**config.mk**
```make
export PLATFORM = sky130hd
export DESIGN_NAME = led_blink_driver
export DESIGN_NICKNAME = d
export VERILOG_FILES = /design/src/rtl/led_blink_driver_pkg.sv /design/src/rtl/led_blink_driver_ms_tick_gen.sv /design/src/rtl/led_blink_driver.sv
export SDC_FILE = /design/constraint.sdc
export NUM_CORES = 1
export LEC_CHECK = 0
export BUFFER_PORTS_ARGS = -buffer_cell sky130_fd_sc_hd__buf_2
export CAP_MARGIN = 40
export CORE_MARGIN = 4
export CORE_UTILIZATION = 51
export DETAILED_ROUTE_END_ITERATION = 7
export PLACE_DENSITY_LB_ADDON = 0.3
export SYNTH_ARGS = -nofsm -noshare
export SYNTH_HDL_FRONTEND = slang
export SYNTH_SLANG_ARGS = --single-unit
```
**constraint.sdc**
```tcl
create_clock -name sys_clk -period 2.7 [get_ports sys_clk]
set_clock_uncertainty 0.05 [all_clocks]
set_input_delay 0.135 -clock sys_clk [delete_from_list [all_inputs] [get_ports sys_clk]]
set_output_delay 0.135 -clock sys_clk [all_outputs]
set_load 0.005 [all_outputs]
```
**src/rtl/led_blink_driver_pkg.sv**
```systemverilog
// Shared types and constants for the LED blink driver.
// Holds the FSM state encoding, the 50 MHz prescaler constant and the blink-count helper.
package led_blink_driver_pkg;

    typedef enum logic [1:0] {
        IDLE = 2'd0,
        ON   = 2'd1,
        OFF  = 2'd2
    } state_t;

    localparam logic [15:0] CNT_1MS_50M = 16'd49_999;

    // A requested count of zero still produces one visible blink.
    function automatic logic [3:0] eff_blinks(input logic [3:0] num);
        return (num == 4'd0) ? 4'd1 : num;
    endfunction

endpackage

```
**src/rtl/led_blink_driver_ms_tick_gen.sv**
```systemverilog
// 1 ms prescaler: counts 0..CNT_LAST and flags the last count with a one-cycle tick.
// The synchronous clr lets the FSM restart a phase at a known count.
module led_blink_driver_ms_tick_gen
    import led_blink_driver_pkg::*;
#(
    parameter logic [15:0] CNT_LAST = CNT_1MS_50M
) (
    input  logic sys_clk,
    input  logic sys_rst_n,
    input  logic clr,
    output logic tick
);

    logic [15:0] cnt_q;
    logic [15:0] cnt_d;

    always_comb begin
        cnt_d = cnt_q + 16'd1;
        if (clr || (cnt_q >= CNT_LAST)) begin
            cnt_d = 16'd0;
        end
    end

    always_ff @(posedge sys_clk or negedge sys_rst_n) begin
        if (!sys_rst_n) begin
            cnt_q <= 16'd0;
        end else begin
            cnt_q <= cnt_d;
        end
    end

    assign tick = (cnt_q == CNT_LAST);

endmodule

```
**src/rtl/led_blink_driver.sv**
```systemverilog
// Turns one-cycle request pulses into sequences of on/off LED blinks.
// Requests arriving mid-sequence are queued and replayed back to back.
module led_blink_driver
    import led_blink_driver_pkg::*;
#(
    parameter logic [15:0] CNT_1MS        = CNT_1MS_50M,
    parameter logic [9:0]  ON_MS          = 10'd200,
    parameter logic [9:0]  OFF_MS         = 10'd200,
    parameter logic [1:0]  PEND_MAX       = 2'd3,
    parameter logic        LED_ACTIVE_LOW = 1'b0
) (
    input  logic       sys_clk,
    input  logic       sys_rst_n,
    input  logic       trig,
    input  logic [3:0] blink_num,
    output logic       led_out,
    output logic       busy,
    output logic       done,
    output logic       ovf
);

    state_t      state_q, state_d;
    logic [9:0]  ms_q, ms_d;
    logic [3:0]  blink_q, blink_d;
    logic [1:0]  pend_q, pend_d;
    logic        led_q, led_d;
    logic        busy_q, busy_d;
    logic        done_q, done_d;
    logic        ovf_q, ovf_d;
    logic        clr;
    logic        tick;
    logic        phase_end;
    logic        seq_end;

    led_blink_driver_ms_tick_gen #(
        .CNT_LAST (CNT_1MS)
    ) u_tick (
        .sys_clk   (sys_clk),
        .sys_rst_n (sys_rst_n),
        .clr       (clr),
        .tick      (tick)
    );

    assign phase_end = tick && (ms_q == ((state_q == ON) ? (ON_MS - 10'd1) : (OFF_MS - 10'd1)));
    // Edge E: the final OFF phase of the current sequence expires.
    assign seq_end   = (state_q == OFF) && phase_end && (blink_q <= 4'd1);

    always_comb begin
        state_d = state_q;
        blink_d = blink_q;
        pend_d  = pend_q;
        done_d  = 1'b0;
        ovf_d   = 1'b0;
        clr     = 1'b0;

        case (state_q)
            IDLE: begin
                clr = 1'b1;
                if (trig) begin
                    state_d = ON;
                    blink_d = eff_blinks(blink_num);
                end
            end
            ON: begin
                if (phase_end) begin
                    state_d = OFF;
                    clr     = 1'b1;
                end
            end
            OFF: begin
                if (phase_end) begin
                    clr = 1'b1;
                    if (blink_q > 4'd1) begin
                        state_d = ON;
                        blink_d = blink_q - 4'd1;
                    end else begin
                        done_d = 1'b1;
                        if ((pend_q != 2'd0) || trig) begin
                            state_d = ON;
                            blink_d = eff_blinks(blink_num);
                            // A coincident trig replaces the consumed entry.
                            if (!trig) begin
                                pend_d = pend_q - 2'd1;
                            end
                        end else begin
                            state_d = IDLE;
                        end
                    end
                end
            end
            default: begin
                state_d = IDLE;
            end
        endcase

        if ((state_q != IDLE) && !seq_end && trig) begin
            if (pend_q < PEND_MAX) begin
                pend_d = pend_q + 2'd1;
            end else begin
                ovf_d = 1'b1;
            end
        end
    end

    always_comb begin
        ms_d = ms_q;
        if (clr) begin
            ms_d = 10'd0;
        end else if (tick && (ms_q != 10'h3FF)) begin
            ms_d = ms_q + 10'd1;
        end
    end

    assign led_d  = (state_d == ON) ^ LED_ACTIVE_LOW;
    assign busy_d = (state_d != IDLE);

    always_ff @(posedge sys_clk or negedge sys_rst_n) begin
        if (!sys_rst_n) begin
            state_q <= IDLE;
            ms_q    <= 10'd0;
            blink_q <= 4'd0;
            pend_q  <= 2'd0;
            led_q   <= LED_ACTIVE_LOW;
            busy_q  <= 1'b0;
            done_q  <= 1'b0;
            ovf_q   <= 1'b0;
        end else begin
            state_q <= state_d;
            ms_q    <= ms_d;
            blink_q <= blink_d;
            pend_q  <= pend_d;
            led_q   <= led_d;
            busy_q  <= busy_d;
            done_q  <= done_d;
            ovf_q   <= ovf_d;
        end
    end

    assign led_out = led_q;
    assign busy    = busy_q;
    assign done    = done_q;
    assign ovf     = ovf_q;

endmodule

```
==> flow_summary.toml, run 1 <==
[run_status]
outcome = "completed"

[pwr]
combPwrFrac_pct = 30.9
p_clk_share_pct = 24.8
ir_worst_vdd_uv = 388.0
power_leakage_nw = 1.027
sw_frac_of_total_pct = 33.99
p_switching_w = 0.0005546
seq_power_share_pct = 44.4
p_int_w = 0.001077
power_density_nw_per_um2 = 683.4

[synthesis]
ys.flop_type = "dfrtp_1"
async_reset_ff_share_pct = 100.0
synth_edf_count = 0
synthesis.instances = 228
synth_seq_cells = 38
syn_nets = 245
synth.distinct_cells = 45
syn_area_um2 = 2137
ys_seq_area_share_pct = 44.50
syn_avg_cell_area_um2 = 9.373
synth_warnings = 0

[clock_tree]
cts.sink_count = 38
cts_tree = "built"
post_cts_resized = 0
clkTransAtPathRegs_ns = 0.07
cts-buffers-inserted = 5
clockRootBuffer = "clkbuf_8"
cts_setup_buffers = 0
htreeDepth = 2
clk_latency_ns = 0.30
clock_path_buffers = 2

[place]
place_congestion = 0.8312
place_ws_ns = 0.2161
placed_cells = 288
io_buffers = 10
place_hpwl_um = 2885

[run]
max-cap-violations = 0

[timing]
fin_setup_tns_ns = 0
relSlewSlack_pct = 60.50
finalHoldViolCount = 0
whs_ns = 0.1438
max_freq_ghz = 0.3989
finalCritPeriodShare_pct = 92.84
slew_violations = 0
rsz0062_at_grt = "no"
worst_pin_slew_ns = 0.5863
finalSetupViolCount = 0
min_period_ns = 2.507
worst_slack_ns = 0.1933

[routing]
drt_iter0_markers = 92
wl_met1_um = 1843
wl_um = 4002
drc = 0
wl_met2_um = 1931
route.vias.total = 1723
topRoutingLayerUsed = "met4"
drt_first_pass_iters = 4
vias_per_cell = 5.801
wl_per_cell_um = 13.47
drtAntennaViolNets = 0
dr_wl_met3_um = 164

[floorplanning]
rows = 23
die_y_um = 72.73
design.die.area_um2 = 5290
initial_core_util_pct = 53.04
die_w_um = 72.73
core-area_um2 = 4029
io_pins = 11

[layout]
seq_area_um2 = 950.9
fin_cells = 297
nets = 263
multi_input_area_um2 = 1127
syn_to_final_growth_pct = 11.71
fillers = 361
drive_above_1_share_pct = 12.96
num_antenna_cells = 0

[setup_path]
crit_family = "simple AND/OR/NAND/NOR gates"
path_buf_inv = 0
cp-start-kind = "flop"
cpPeakStageDelay_ns = 0.59
cpMaxStageDelayCell = "or4_4"
required_ns = 2.83
crit_chain = "or4_4, nor4_4, o2111ai_2, or4_1, a32o_1"
crit_fanout = 5
cp-end-kind = "flop"
critPathKind = "reg -> reg"
crit_arrival_ns = 2.64

[grt]
track_usage_pct = 17.39
grt_max_degree = 21
grt_pass1_wl_um = 7245
antenna_found_initial = 0
grt_pass1_vias = 1675
globalRouteOverflowTotal = 0

[min_path]
hold_class = "in -> reg"
## registers in the layout, indices dropped and copies added (netlist names)
name,cells
busy,1
blink_q,4
state_q,2
done,1
led_out,1
ovf,1
pend_q,2
ms_q,10
u_tick.cnt_q,16
## cell usage after synthesis, drive strengths merged, types with 4 or more instances
cell | count | area [µm²]
a21oi | 13 | 65.06
nor2 | 36 | 135.1
inv | 10 | 37.54
or2 | 4 | 25.03
nand3 | 9 | 45.04
ha | 10 | 125.1
o21ai | 13 | 65.06
and3 | 6 | 37.54
nand4 | 8 | 50.05
xor2 | 7 | 61.31
or4 | 7 | 56.30
or3 | 6 | 37.54
dfrtp | 38 | 950.9
xnor2 | 9 | 78.83
nor3 | 4 | 20.02
nand2 | 13 | 48.80
## per-stage QoR
| stage | utilization (%) | total power, W | instance area, µm² |
|---|---|---|---|
| 4_1_cts | 59.25 | 0.001646 | 2387 |
| 5_1_grt | 59.25 | 0.001762 | 2387 |
| 6_report | 59.25 | 0.001631 | 2387 |
| 3_3_place_gp | 55.96 | 0.001223 | 2255 |
| 3_5_place_dp | 56.65 | 0.001237 | 2282 |
| 2_1_floorplan | - | 0.001086 | 2137 |
## worst register-to-register path, stage by stage (launching register included)
cell and delay, ns:
dfrtp_1 0.42, or4_4 0.59, nor4_4 0.43, o2111ai_2 0.21, or4_1 0.43, a32o_1 0.26
## worst paths after layout
kind	startpoint	endpoint	slack, ns	cells after the start
setup / recovery	u_tick.cnt_q[12]	blink_q[3]	0.19	5
hold / removal	blink_num[3]	blink_q[3]	0.14	4
setup reg to reg	u_tick.cnt_q[12]	blink_q[3]	0.19	5
hold reg to reg	u_tick.cnt_q[0]	u_tick.cnt_q[0]	0.41	1
max in group asynchronous	sys_rst_n	ms_q[9]	1.87	3
min in group asynchronous	sys_rst_n	ms_q[7]	0.27	2
## power by group through the flow
stage / Combinational [W] / Sequential (W) / Clock (W)
finish: 0.000503 / 0.000724 / 0.000404
global route: 0.000586 / 0.000734 / 0.000442
CTS: 0.000508 / 0.000722 / 0.000417
detailed placement: 0.000504 / 0.000733 / 0
global placement: 0.000490 / 0.000733 / 0
floorplan: 0.000366 / 0.000720 / 0
## layout by cell type (no fill, tap or decap), types with 2 or more instances in the layout
cell      synthesis  final
clkbuf_8          0      6
inv_1            10     10
or4_1             6      6
and3_1            6      6
buf_4             0      3
a31oi_1           2      2
o21ai_0          13     13
ha_1             10     10
or3_1             6      6
buf_2             2     10
nand4_1           8      8
nor3_1            4      4
or2_2             3      3
nand3_1           9      9
xor2_1            7      7
and4_1            3      3
o31ai_1           3      3
nor2b_1           2      2
nand2_1          13     13
nor2_1           36     36
xnor2_1           9      9
dfrtp_1          38     38
a21oi_1          13     13
## final cells by class
cell class	count	share of cell area (%)
Inverter	11	1.730
Timing Repair Buffer	15	4.612
Clock inverter	2	0.5241
Sequential cell	38	39.83
Clock buffer	6	3.459
Multi-Input combinational cell	175	47.22
Tap cell	50	2.621
## kinds of logic (layout without fill, tap and decap cells)
group | count (synthesis) | count (layout) | synth area share (%)
AO/OA/AOI/OAI | 44 | 44 | 13.58
XOR/XNOR | 16 | 16 | 6.558
adder cells (fa/ha/maj) | 10 | 10 | 5.855
buffers and inverters | 15 | 34 | 2.752
flip-flops | 38 | 38 | 44.50
multiplexers | 2 | 2 | 0.9953
AND/OR/NAND/NOR | 103 | 103 | 25.76
## per-layer routing
layer | vias up | GRT usage (%)
met5 | - | 0
met4 | 0 | 7.172
met3 | 6 | 4.545
met2 | 23 | 28.86
met1 | 838 | 21.42
li1 | 856 | -
## timing repair
item	in CTS	in global routing
endpoints found under the hold margin	18	0
setup endpoints to repair	0	0
hold buffers	1	0
(Power assumes the default switching activity.)
==> run 2, diff against run 1 <==
- CORE_ASPECT_RATIO: default -> 0.7
==> flow_summary.toml, run 2 (synthesis results as in run 1) <==
[run_status]
outcome = "completed"

[floorplanning]
die_y_um = 62.16
initial_core_util_pct = 53.83
io_pins = 11
core-area_um2 = 3970
rows = 19
die_w_um = 85.37
design.die.area_um2 = 5307

[setup_path]
crit_chain = "or4_4, nor4_4, o2111ai_2, or4_1, a32o_1"
cp-start-kind = "flop"
cp-end-kind = "flop"
startpoint = "u_tick.cnt_q[12]"
worstReg2RegStart = "u_tick.cnt_q[12]"
critPathKind = "reg -> reg"
crit_fanout = 5
path_buf_inv = 0
crit_arrival_ns = 2.63
cpMaxStageDelayCell = "or4_4"
ff2ff_setup_slack_ns = 0.21
crit_family = "simple AND/OR/NAND/NOR gates"
required_ns = 2.84
cpPeakStageDelay_ns = 0.59

[place]
placed_cells = 289
place_congestion = 0.8599
placed_area_um2 = 2257
place_hpwl_um = 3013
place_ws_ns = 0.2451
io_buffers = 10

[timing]
finalSetupViolCount = 0
finalHoldViolCount = 0
max_freq_ghz = 0.4015
rsz0062_at_grt = "no"
worst_pin_slew_ns = 0.8366
fin_setup_tns_ns = 0
slew_violations = 0
finalCritPeriodShare_pct = 92.24
min_period_ns = 2.491
worst_slack_ns = 0.2095
relSlewSlack_pct = 44.23

[clock_tree]
htreeDepth = 2
cts-buffers-inserted = 5
clk_latency_ns = 0.29
clock_path_buffers = 2
clkTransAtPathRegs_ns = 0.07
cts_tree = "built"
clockRootBuffer = "clkbuf_8"
cts.sink_count = 38

[layout]
drive_above_1_share_pct = 12.20
syn_to_final_growth_pct = 10.36
fin_cells = 298
seq_area_um2 = 950.9
num_antenna_cells = 0
reg.largest.list = "u_tick.cnt_q (16), ms_q (10), blink_q (4)"
regMostFlops = "u_tick.cnt_q"
design_area_um2 = 2359
fillers = 361
largest_register_ffs = 16
layout_common_cells = "dfrtp_1 (38), nor2_1 (36), nand2_1 (13), a21oi_1 (13), o21ai_0 (13)"
multi_input_area_um2 = 1127
nets = 262
final_common_cell = "dfrtp_1"

[pwr]
p_clk_share_pct = 24.5
power_leakage_nw = 1.016
seq_power_share_pct = 44.2
ir_worst_vdd_uv = 541.5
p_switching_w = 0.0005625
sw_frac_of_total_pct = 34.34
p_int_w = 0.001075
power_density_nw_per_um2 = 694.5
combPwrFrac_pct = 31.3

[routing]
wl_per_cell_um = 14.22
wl_um = 4237
drtAntennaViolNets = 0
drc = 0
route.vias.total = 1709
drt_iter0_markers = 101
drt_first_pass_iters = 4
vias_per_cell = 5.735

[grt]
grt_pass1_vias = 1588
grt_pass1_wl_um = 7555
track_usage_pct = 17.71
globalRouteOverflowTotal = 0
grt_max_degree = 39
antenna_found_initial = 0

[run]
max-cap-violations = 0

[min_path]
hp-start = "blink_num[1]"
hold_class = "in -> reg"
[run 2: cell types whose count changed in the layout (fill, tap and decap cells not counted), sizes merged]
cell,previous run,this run
buf,14,13
clkbuf,6,7
clkinvlp,1,0
[run 2: layout make-up]
type	count	share of cell area, %
multi-input cells	175	47.80
flip-flops and latches	38	40.32
clock buffers	7	3.660
repair buffers	14	3.501
well taps	52	2.759
inverters	11	1.751
clock inverters	1	0.2122
[run 2: per-layer routing]
| metal | global-route usage, % | wire length [µm] | part of all wire (%) |
|---|---|---|---|
| met2 | 22.67 | 1668 | 39 |
| met3 | 4.491 | 182 | 4.3 |
| met1 | 27.79 | 2304 | 54 |
| met5 | 0 | 0 | 0 |
| met4 | 7.115 | 82 | 1.9 |
[run 2: what timing repair did]
action / 4_1_cts / 5_1_grt
buffers inserted: 0 / 0
hold buffers: 1 / 0
gates resized for setup: 0 / 0
endpoints found under the hold margin: 38 / 0
[run 2: through the flow]
step	power, W	utilization, %	hold slack [ns]
after floorplan	0.001086	-	-0.2106
after global placement	0.001228	56.85	0.2287
after detailed placement	0.001242	56.85	0.2353
after CTS	0.001647	59.41	0.1300
after global routing	0.001767	59.41	0.1673
final	0.001638	59.41	0.1425
[run 2: worst reg2reg max path: cells and delay by family, from the launching register on]
kind | cells | cell delay (ns)
flops | 1 | 0.42
compound gates | 2 | 0.47
simple gates | 3 | 1.44
[run 2: power by group through the flow]
stage / clock (W) / sequential [W] / combinational [W]
floorplan: 0 / 0.000720 / 0.000366
global placement: 0 / 0.000734 / 0.000494
detailed placement: 0 / 0.000733 / 0.000509
CTS: 0.000413 / 0.000723 / 0.000511
global route: 0.000437 / 0.000741 / 0.000589
finish: 0.000402 / 0.000724 / 0.000512
[run 2: final timing paths]
path,to,cells after the start
worst min register to register,u_tick.cnt_q[0],1
worst max register to register,blink_q[3],5
max in group asynchronous,pend_q[1],2
worst max-delay path,blink_q[3],5
worst min-delay path,blink_q[1],4
min in group asynchronous,ms_q[3],2
==> run 3, diff against run 2 <==
- SYNTH_HIERARCHICAL: default -> 1
- clock period: 2.7 -> 2.45 ns (I/O delays scaled with it)
==> flow_summary.toml, run 3 <==
[synthesis]
ys_seq_area_share_pct = 43.11
synthesis.instances = 231
synth_edf_count = 0
syn_area_um2 = 2206
synth.largest_area_cell = "dfrtp_1"
async_reset_ff_share_pct = 100.0
synth.distinct_cells = 49
synthTopCellsByCount = "nor2_1 (41), dfrtp_1 (38), nand2_1 (17)"
synth_seq_cells = 38
synth_warnings = 6
syn_nets = 248
synth_area_leaders = "dfrtp_1 (43%), nor2_1 (7.0%), xnor2_1 (6.0%)"
synth_most_common_cell = "nor2_1"
syn_avg_cell_area_um2 = 9.549
ys.flop_type = "dfrtp_1"
yosysTopAreaCellShare_pct = 43.11

[timing]
finalSetupViolCount = 0
fin_setup_tns_ns = 0
worst_pin_slew_ns = 0.8167
finalHoldViolCount = 0
finalCritPeriodShare_pct = 95.03
slew_violations = 0
min_period_ns = 2.328
max_freq_ghz = 0.4295
relSlewSlack_pct = 45.55

[grt]
track_usage_pct = 17.17
grt_pass1_wl_um = 7355
grt_pass1_vias = 1569
globalRouteOverflowTotal = 0
grt_max_degree = 39
antenna_found_initial = 0

[routing]
wl_met2_um = 1801
wl_per_cell_um = 14.17
dr_wl_met3_um = 254
drt_iter0_markers = 105
drt_first_pass_iters = 5
topRoutingLayerUsed = "met4"
drtAntennaViolNets = 0
wl_um = 4365
route.vias.total = 1709
wl_met1_um = 2268
vias_per_cell = 5.549
drc = 0

[run_status]
outcome = "completed"

[pwr]
power_density_nw_per_um2 = 752.6
power_leakage_nw = 1.067
p_total_w = 0.001874
ir_worst_vdd_uv = 520.3

[min_path]
hold_class = "in -> reg"
hp-start = "trig"

[place]
placed_area_um2 = 2352
place_hpwl_um = 3111
place_congestion = 0.8274
placed_cells = 297
io_buffers = 10

[setup_path]
worstReg2RegStart = "u_tick/cnt_q[12]"
cp-start-kind = "flop"
cp-end-kind = "flop"
crit_fanout = 12
startpoint = "u_tick/cnt_q[12]"
critPathKind = "reg -> reg"
required_ns = 2.57
crit_arrival_ns = 2.45
cpPeakStageDelay_ns = 0.46
cpMaxStageDelayCell = "dfrtp_1"
crit_chain = "nor4_4, nand3_2, nor4_4, and3_4, and3_4, buf_6, a311o_2, nand2_1, a32o_1"

[floorplanning]
core-area_um2 = 4041
die_w_um = 86.61
design.die.area_um2 = 5458
initial_core_util_pct = 54.58
die_y_um = 63.03
io_pins = 11
rows = 19

[layout]
layout_common_cells = "nor2_1 (41), dfrtp_1 (38), nand2_1 (17)"
nets = 272
design_area_um2 = 2490
final_common_cell = "nor2_1"
num_antenna_cells = 0
regMostFlops = "u_tick/cnt_q"
fin_cells = 308
largest_register_ffs = 16
syn_to_final_growth_pct = 12.88
reg.largest.list = "u_tick/cnt_q (16), ms_q (10), blink_q (4)"
drive_above_1_share_pct = 19.14
post-route-util_pct = 61.61

[run]
max-cap-violations = 0

[clock_tree]
htreeDepth = 2
cts-buffers-inserted = 5
clock_path_buffers = 2
clk_latency_ns = 0.30
cts.sink_count = 38
clockRootBuffer = "clkbuf_8"
cts_tree = "built"
clkTransAtPathRegs_ns = 0.08
[run 3: metrics by stage]
step | setup slack (ns) | hold slack [ns]
floorplan | 0.002933 | -0.2231
global placement | 0.1506 | 0.2160
detailed placement | 0.06225 | 0.2209
CTS | 0.06936 | 0.07191
global route | -0.04082 | 0.08960
finish | 0.1216 | 0.08304
[run 3: path summary, 6_finish.rpt]
kind                       cells after the start  slack (ns)              end
max                                            9        0.12        pend_q[1]
min                                            3        0.08              ovf
max reg2reg                                    9        0.12        pend_q[1]
min reg2reg                                    1        0.43  u_tick/cnt_q[0]
max in group asynchronous                      2        1.40  u_tick/cnt_q[2]
min in group asynchronous                      2        0.41             busy
[run 3: where the power goes]
group | switching, W | leakage, nW | internal [W]
clock | 0.000223 | 0.0472 | 0.000226
sequential | 0.0000754 | 0.505 | 0.000729
combinational | 0.000343 | 0.514 | 0.000278
[run 3: cell families (layout without fill, tap and decap cells)]
logic type / after synthesis / in the layout / synth area share (%)
compound gates: 33 / 33 / 11.34
buf+inv: 18 / 43 / 4.935
xor+xnor: 18 / 18 / 7.147
fa+ha+maj: 10 / 10 / 5.672
mux: 3 / 3 / 1.361
simple gates: 111 / 111 / 26.43
flops: 38 / 38 / 43.11
[run 3: worst max-delay path, delay by kind of cell, from the launching register on]
family / cells / cell delay, ns
simple gates: 6 / 1.10
compound gates: 2 / 0.45
flops: 1 / 0.46
buf+inv: 1 / 0.15
[run 3: routing by layer]
| layer | vias up | GRT usage (%) |
|---|---|---|
| met2 | 42 | 22.90 |
| met1 | 809 | 26.04 |
| li1 | 854 | - |
| met5 | - | 0 |
| met3 | 4 | 6.192 |
| met4 | 0 | 4.280 |
[run 3: timing repair]
| item | CTS | global route |
|---|---|---|
| endpoints found under the setup margin | 0 | 14 |
| hold buffers | 1 | 0 |
| resized for setup | 0 | 4 |
| buffers inserted | 0 | 2 |
| endpoints found under the hold margin | 38 | 0 |
[run 3: final cells by class]
cell class	count	area [µm²]
clock buffer	6	82.58
clock inverter	2	12.51
fill	333	1551
inverter	12	45.04
multi-input combinational	175	1180
sequential	38	950.9
tap	52	65.06
timing repair buffer	23	153.9
